--- src/rtl/mem_access_unit.sv ---
// Load/store controller for a byte-addressable big-endian data memory.
// One request in flight; checks range/alignment and formats load data.
module mem_access_unit #(
   parameter int unsigned MEM_BYTES = 64
) (
   input  logic        clk,
   input  logic        rst,
   input  logic        req_valid,
   output logic        req_ready,
   input  logic        req_write,
   input  logic        req_size,
   input  logic        req_signed,
   input  logic [31:0] req_addr,
   input  logic [31:0] req_wdata,
   output logic        resp_valid,
   output logic        resp_error,
   output logic [31:0] resp_rdata,
   output logic [1:0]  mem_read,
   output logic [1:0]  mem_write,
   output logic [31:0] mem_address,
   output logic [31:0] mem_word_in,
   input  logic [31:0] mem_word_out
);

   typedef enum logic [2:0] {
      S_IDLE,
      S_WR,
      S_RD,
      S_RD_WAIT,
      S_RESP
   } state_t;

   state_t      state_q, state_d;
   logic        size_q, size_d;
   logic        signed_q, signed_d;
   logic        err_q, err_d;
   logic [31:0] addr_q, addr_d;
   logic [31:0] word_in_q, word_in_d;
   logic [31:0] rdata_q, rdata_d;

   logic [32:0] req_end;
   logic        req_err;
   logic [31:0] wdata_fmt;
   logic [31:0] load_fmt;

   always_comb begin
      req_end   = {1'b0, req_addr} + (req_size ? 33'd4 : 33'd1);
      req_err   = (req_size && (req_addr[1:0] != 2'b00))
                  || (req_end > 33'(MEM_BYTES));
      wdata_fmt = req_size ? req_wdata : {24'b0, req_wdata[7:0]};
   end

   always_comb begin
      if (size_q) begin
         load_fmt = mem_word_out;
      end else if (signed_q) begin
         load_fmt = {{24{mem_word_out[7]}}, mem_word_out[7:0]};
      end else begin
         load_fmt = {24'b0, mem_word_out[7:0]};
      end
   end

   // Rejected requests still pass through WR/RD with strobes gated off,
   // so every store or error answers two cycles after acceptance.
   always_comb begin
      state_d   = state_q;
      size_d    = size_q;
      signed_d  = signed_q;
      err_d     = err_q;
      addr_d    = addr_q;
      word_in_d = word_in_q;
      rdata_d   = rdata_q;
      unique case (state_q)
         S_IDLE: begin
            if (req_valid) begin
               size_d   = req_size;
               signed_d = req_signed;
               err_d    = req_err;
               addr_d   = req_addr;
               if (req_write && !req_err) begin
                  word_in_d = wdata_fmt;
               end
               if (req_write || req_err) begin
                  rdata_d = 32'b0;
               end
               state_d = req_write ? S_WR : S_RD;
            end
         end
         S_WR: begin
            state_d = S_RESP;
         end
         S_RD: begin
            state_d = err_q ? S_RESP : S_RD_WAIT;
         end
         S_RD_WAIT: begin
            rdata_d = load_fmt;
            state_d = S_RESP;
         end
         S_RESP: begin
            state_d = S_IDLE;
         end
         default: begin
            state_d = S_IDLE;
         end
      endcase
   end

   always_ff @(posedge clk or posedge rst) begin
      if (rst) begin
         state_q   <= S_IDLE;
         size_q    <= 1'b0;
         signed_q  <= 1'b0;
         err_q     <= 1'b0;
         addr_q    <= 32'b0;
         word_in_q <= 32'b0;
         rdata_q   <= 32'b0;
      end else begin
         state_q   <= state_d;
         size_q    <= size_d;
         signed_q  <= signed_d;
         err_q     <= err_d;
         addr_q    <= addr_d;
         word_in_q <= word_in_d;
         rdata_q   <= rdata_d;
      end
   end

   // Strobes decode straight from state so reset kills them at once.
   always_comb begin
      mem_write = 2'b00;
      mem_read  = 2'b00;
      if (state_q == S_WR && !err_q) begin
         mem_write = size_q ? 2'b11 : 2'b01;
      end
      if (state_q == S_RD && !err_q) begin
         mem_read = size_q ? 2'b11 : 2'b01;
      end
   end

   always_comb begin
      req_ready   = (state_q == S_IDLE);
      resp_valid  = (state_q == S_RESP);
      resp_error  = (state_q == S_RESP) && err_q;
      resp_rdata  = rdata_q;
      mem_address = addr_q;
      mem_word_in = word_in_q;
   end

endmodule

--- config.mk ---
export PLATFORM = sky130hd
export DESIGN_NAME = mem_access_unit
export DESIGN_NICKNAME = d
export VERILOG_FILES = /design/src/rtl/mem_access_unit.sv
export SDC_FILE = /design/constraint.sdc
export NUM_CORES = 1
export LEC_CHECK = 0
export BUFFER_PORTS_ARGS = -buffer_cell sky130_fd_sc_hd__buf_2
export CORE_UTILIZATION = 25
export DETAILED_ROUTE_END_ITERATION = 8
export PLACE_DENSITY = 0.59
export SLEW_MARGIN = 40
export SYNTH_ARGS = -nofsm -noshare
export SYNTH_HDL_FRONTEND = slang
export SYNTH_SLANG_ARGS = --single-unit
--- constraint.sdc ---
create_clock -name clk -period 3.1 [get_ports clk]
set_clock_uncertainty 0.1 [all_clocks]
set_input_delay 0 -clock clk [delete_from_list [all_inputs] [get_ports clk]]
set_output_delay 0 -clock clk [all_outputs]
set_load 0.1 [all_outputs]
Word level (Yosys, flattened, before mapping):

Cells that the tools add are included.

* register bits: 102
* input bits: 102
* output and inout bits: 103
* word-level logic and storage cells: 45

* add/sub/neg operators: 1
* order comparisons: 1
* equal/unequal tests: 6
* mux-type cells: 14
* reductions and logical operators: 16

Operators by type and width (count)
* 32-bit two-way mux: 5
* 32-bit one-hot mux with 2 select lines: 1
* 32-bit by 3-bit adder with 33-bit output: 1
* 33-bit by 7-bit greater-than comparator with 1-bit output, second input constant: 1
* 3-bit two-way mux: 3
* 3-bit one-hot mux with 3 select lines: 1
* 2-bit two-way mux: 4
* 3-bit by 2-bit == test with 1-bit output, second input constant: 2
* 3-bit AND reduction: 2
* 1-bit logical AND: 5
* 2-bit nonzero test: 2
* 3-bit by 1-bit == test with 1-bit output, second input constant: 1
* 3-bit == test, second input constant: 1
* 3-bit zero test: 1
* 1-bit zero test: 2
* 1-bit logical OR: 2
* 2-bit by 1-bit != test with 1-bit output, second input constant: 1
* 2-bit != test, second input constant: 1
* 2-bit AND reduction: 1
* 2-bit OR reduction: 1

Depth between registers and ports, before layout:

* word-level depth: 8
* depth in mapped cells: 13

Worst setup path before layout:

No wires, ideal clock.

* path kind: register to output
* from: register state_q[2]
* to: output port mem_read[1]
* data arrival time: 4.890 ns
* slack: -1.890 ns
* cell stages (with the launch flop): 4
* cell sequence: dfrtp_1 > clkbuf_1 > nor4b_1 > and2_1

* cells in the longest elaborated chain, start to end: 3

RTL lines
* from (decl): RTL line 33 `state_t state_q, state_d;`
* from (signal assigned): RTL line 118 `state_q <= state_d;`
* 3-bit by 2-bit == test with 1-bit output: RTL line 135 `if (state_q == S_RD && !err_q) begin`
* 1-bit logical AND: RTL line 135
* 2-bit two-way mux: RTL line 135
* to (decl): RTL line 18 `output logic [1:0] mem_read,`

Every way passes these cells.

Final worst setup path:

* from: input port req_addr[1]
* to: register rdata_q[27], in the netlist resp_rdata[27]

* cells in the longest elaborated chain, start to end: 6
* elaborated cells between the ends (all ways): 8
* those cells by class: add/sub: 1; order compare: 1; eq/ne: 1; reduce/logical: 5

RTL lines
* from (decl): RTL line 13 `input logic [31:0] req_addr,`
* 32-bit by 3-bit adder with 33-bit output / 2-bit nonzero test (equally long branches): RTL line 47, 48
* 33-bit by 7-bit greater-than comparator with 1-bit output / 1-bit logical AND (equally long branches): RTL line 49, 48
* 1-bit logical OR (*): RTL line 49 `|| (req_end > 33'(MEM_BYTES));`
* 1-bit logical OR (*): RTL line 83 `if (req_write || req_err) begin`
* 2-bit by 1-bit != test with 1-bit output (no line) (*)
* 3-bit AND reduction (no line) (*)
* to (signal assigned): RTL line 124 `rdata_q <= rdata_d;`
* to (decl): RTL line 39 `logic [31:0] rdata_q, rdata_d;`

Every way passes the cells marked *; elsewhere a longest branch is shown, timed or not.
A chain may end at the register's enable or synchronous reset.

==> impl_metrics.yaml <==
outcome:
  outcome: "finished clean"
placement:
  pre_cts_slack_ns: -0.0490
  placed_area_sq_um: 6350
  dp_cells: 898
  dpl.hpwl_mm: 9.74
  routabilityCongestion: 0.807
  port_buffers: 204
clock_tree:
  cts_tree: "built"
  numCtsBuffers: 9
  clockRootBuffer: "clkbuf_16"
  clk_latency_ns: 0.35
  clk_pin_slew_ns: 0.08
  cts_buffer_depth: 2
  cts_sinks: 102
  htreeDepth: 3
layout:
  postLayoutCellArea_sq_um: 7920
  final-seq-area_sq_um: 2550
  fin_cells: 1028
  n_fill_cell: 1820
  fin_util_pct: 41.8
  antenna_cells: 0
  nNetsFinal: 868
  layout-drive-gt1-share_pct: 40.4
  area_delta_synth_final_pct: 61.7
  multi_input_area_sq_um: 2250
detailed_routing:
  drt-initial-drc-count: 123
  wirelength_mm: 15.2
  vias_per_cell: 4.51
  drt.antenna.violating_nets: 0
  drc: 0
  vias: 4637
  drtPass1Iterations: 6
  wl_per_cell_microns: 14.8
yosys:
  synth_seq_cells: 102
  yosysWarnings: 0
  syn_area_sq_um: 4900
  synth_ff_type: "dfrtp_1"
  synth_edf_count: 0
  synthCells: 438
  yosysUniqueCellTypes: 48
  ys_async_sr_fraction_pct: 100
  synth_fp_nets: 543
  ys_top_cells_by_area: "dfrtp_1, mux2_2, mux2i_1"
  synth_top_area_cell: "dfrtp_1"
  synth_area_per_cell_sq_um: 11.2
  yosysSeqAreaShare_pct: 52.1
  yosys.area.top_type_share_pct: 52.1
die:
  chipWidth_microns: 142
  ios: 205
  rows: 50
  die-area_sq_um: 20100
  design.core.area_sq_um: 19000
  chipHeight_microns: 142
  start_util_pct: 25.8
timing:
  worstMarginPinSlew_ns: 0.561
  timing.fmax_mhz: 332
  hold_viol: 0
  setup_slack_ns: 0.0916
  min_period_over_period_pct: 97.0
  fin_tns_setup_ns: 0
  slew_violations: 0
  period_minus_slack_ns: 3.01
  relSlewSlack_pct: 62.6
  setup_violations: 0
  holdWs_ns: 0.0726
grt:
  grt_usage_pct: 14.5
  grt_antenna_before_repair: 0
  grt_first_pass_wirelength_mm: 22.9
  grt_pass1_vias: 4475
  grt_max_degree: 61
  overflow: 0
worst_setup_path:
  critPathArrivalTime_ns: 3.18
  crit_required_ns: 3.27
  crit_fanout: 8
  cp-start-kind: "input port"
  endpoint_kind: "flop"
  criticalPathCategory: "input port to flop"
pwr:
  ir_drop_mv: 1.16
  finalPower_mw: 7.40
  power_density_nw_per_um2: 935
  p_leak_nw: 3.77
min_path:
  hold_class: "input port to flop"
flow_run:
  cap_violations: 0
cell type report:
type                    instances  area share [%]
repair buffers                335            30.2
flip-flops and latches        102            32.2
clock buffers                   9            2.85
clock inverters                 7           0.790
well taps                     260            4.11
inverters                      29            1.41
multi-input cells             286            28.4
layout by cell type (no fill, tap or decap), types with 10 or more instances in the layout:
master and instances:
nor2_1 10, nor3_1 11, o2bb2ai_1 23, nand2_1 40, buf_4 21, dlygate4sd3_1 102, clkbuf_16 12, mux2i_1 25
nor2b_1 24, inv_1 28, nand4_1 11, mux2_2 34, dfrtp_1 102, buf_2 201
cell families after synthesis:
group	Yosys count	synth area share, %
AOI/OAI and AO/OA	64	10.5
muxes	65	14.3
and+or+nand+nor	140	15.6
DFF	102	52.1
buffers and inverters	50	4.22
adders and majority gates	3	0.767
xor gates and xnor gates	14	2.50
power by group:
part / internal, mW / switching, mW / leakage (nW) / total [mW]
clock network: 0.564 / 0.556 / 0.139 / 1.12
registers: 1.69 / 0.228 / 1.21 / 1.92
logic: 1.00 / 3.36 / 2.42 / 4.36
critical path, stage by stage:
cell and delay, ns:
dlygate4sd3_1 0.54, buf_2 0.15, ha_2 0.22, a21o_4 0.23, and3_1 0.24, nand2_1 0.10, xor2_1 0.14, o2111ai_1 0.16
or4b_4 0.56, buf_4 0.17, o32ai_4 0.24, buf_12 0.17, clkbuf_16 0.15, o2bb2ai_1 0.11
final timing paths:
check                             endpoint            from  slack (ns)  cells past startpoint
max                         resp_rdata[27]     req_addr[1]        0.09                     14
min                        mem_word_in[18]        req_size        0.07                      4
max reg2reg                 mem_word_in[3]      state_q[2]        0.85                      7
min reg2reg                 mem_word_in[1]  mem_word_in[1]        0.38                      1
max in group asynchronous            err_q             rst        2.03                      4
min in group asynchronous  mem_word_in[22]             rst        0.15                      3
sequential cells by signal (all words and copies together) (netlist names):
signal / cells
mem_address: 32
state_q: 3
resp_rdata: 32
size_q: 1
mem_word_in: 32
signed_q: 1
err_q: 1
what timing repair did:
action	CTS	global route
endpoints found under the setup margin	0	64
hold buffers	102	0
setup buffers	0	8
endpoints found under the hold margin	142	0
resized for setup	0	20
cell usage after synthesis, types with 3 or more instances:
library cell / count
dfrtp_1: 102
nand2_1: 43
mux2_2: 34
inv_1: 29
mux2i_1: 25
nor2b_1: 24
o2bb2ai_1: 24
nor3_1: 13
clkbuf_1: 12
nand4_1: 11
nor2_1: 10
nand3_1: 9
a22o_1: 8
a21oi_1: 7
xnor2_1: 7
xor2_1: 7
and3_1: 6
mux2_1: 6
o21ai_0: 6
nor4_1: 5
a211oi_1: 4
and2_1: 4
a31o_2: 3
buf_1: 3
buf_2: 3
ha_1: 3
layer usage:
metal | vias up | GRT usage (%) | part of all wire (%)
met5 | - | 0 | 0
met4 | 0 | 5.55 | 2.0
met3 | 21 | 3.67 | 4.7
met2 | 141 | 23.7 | 50
met1 | 2264 | 18.4 | 44
li1 | 2211 | - | -
No activity file was read; power rests on OpenSTA's default activity.
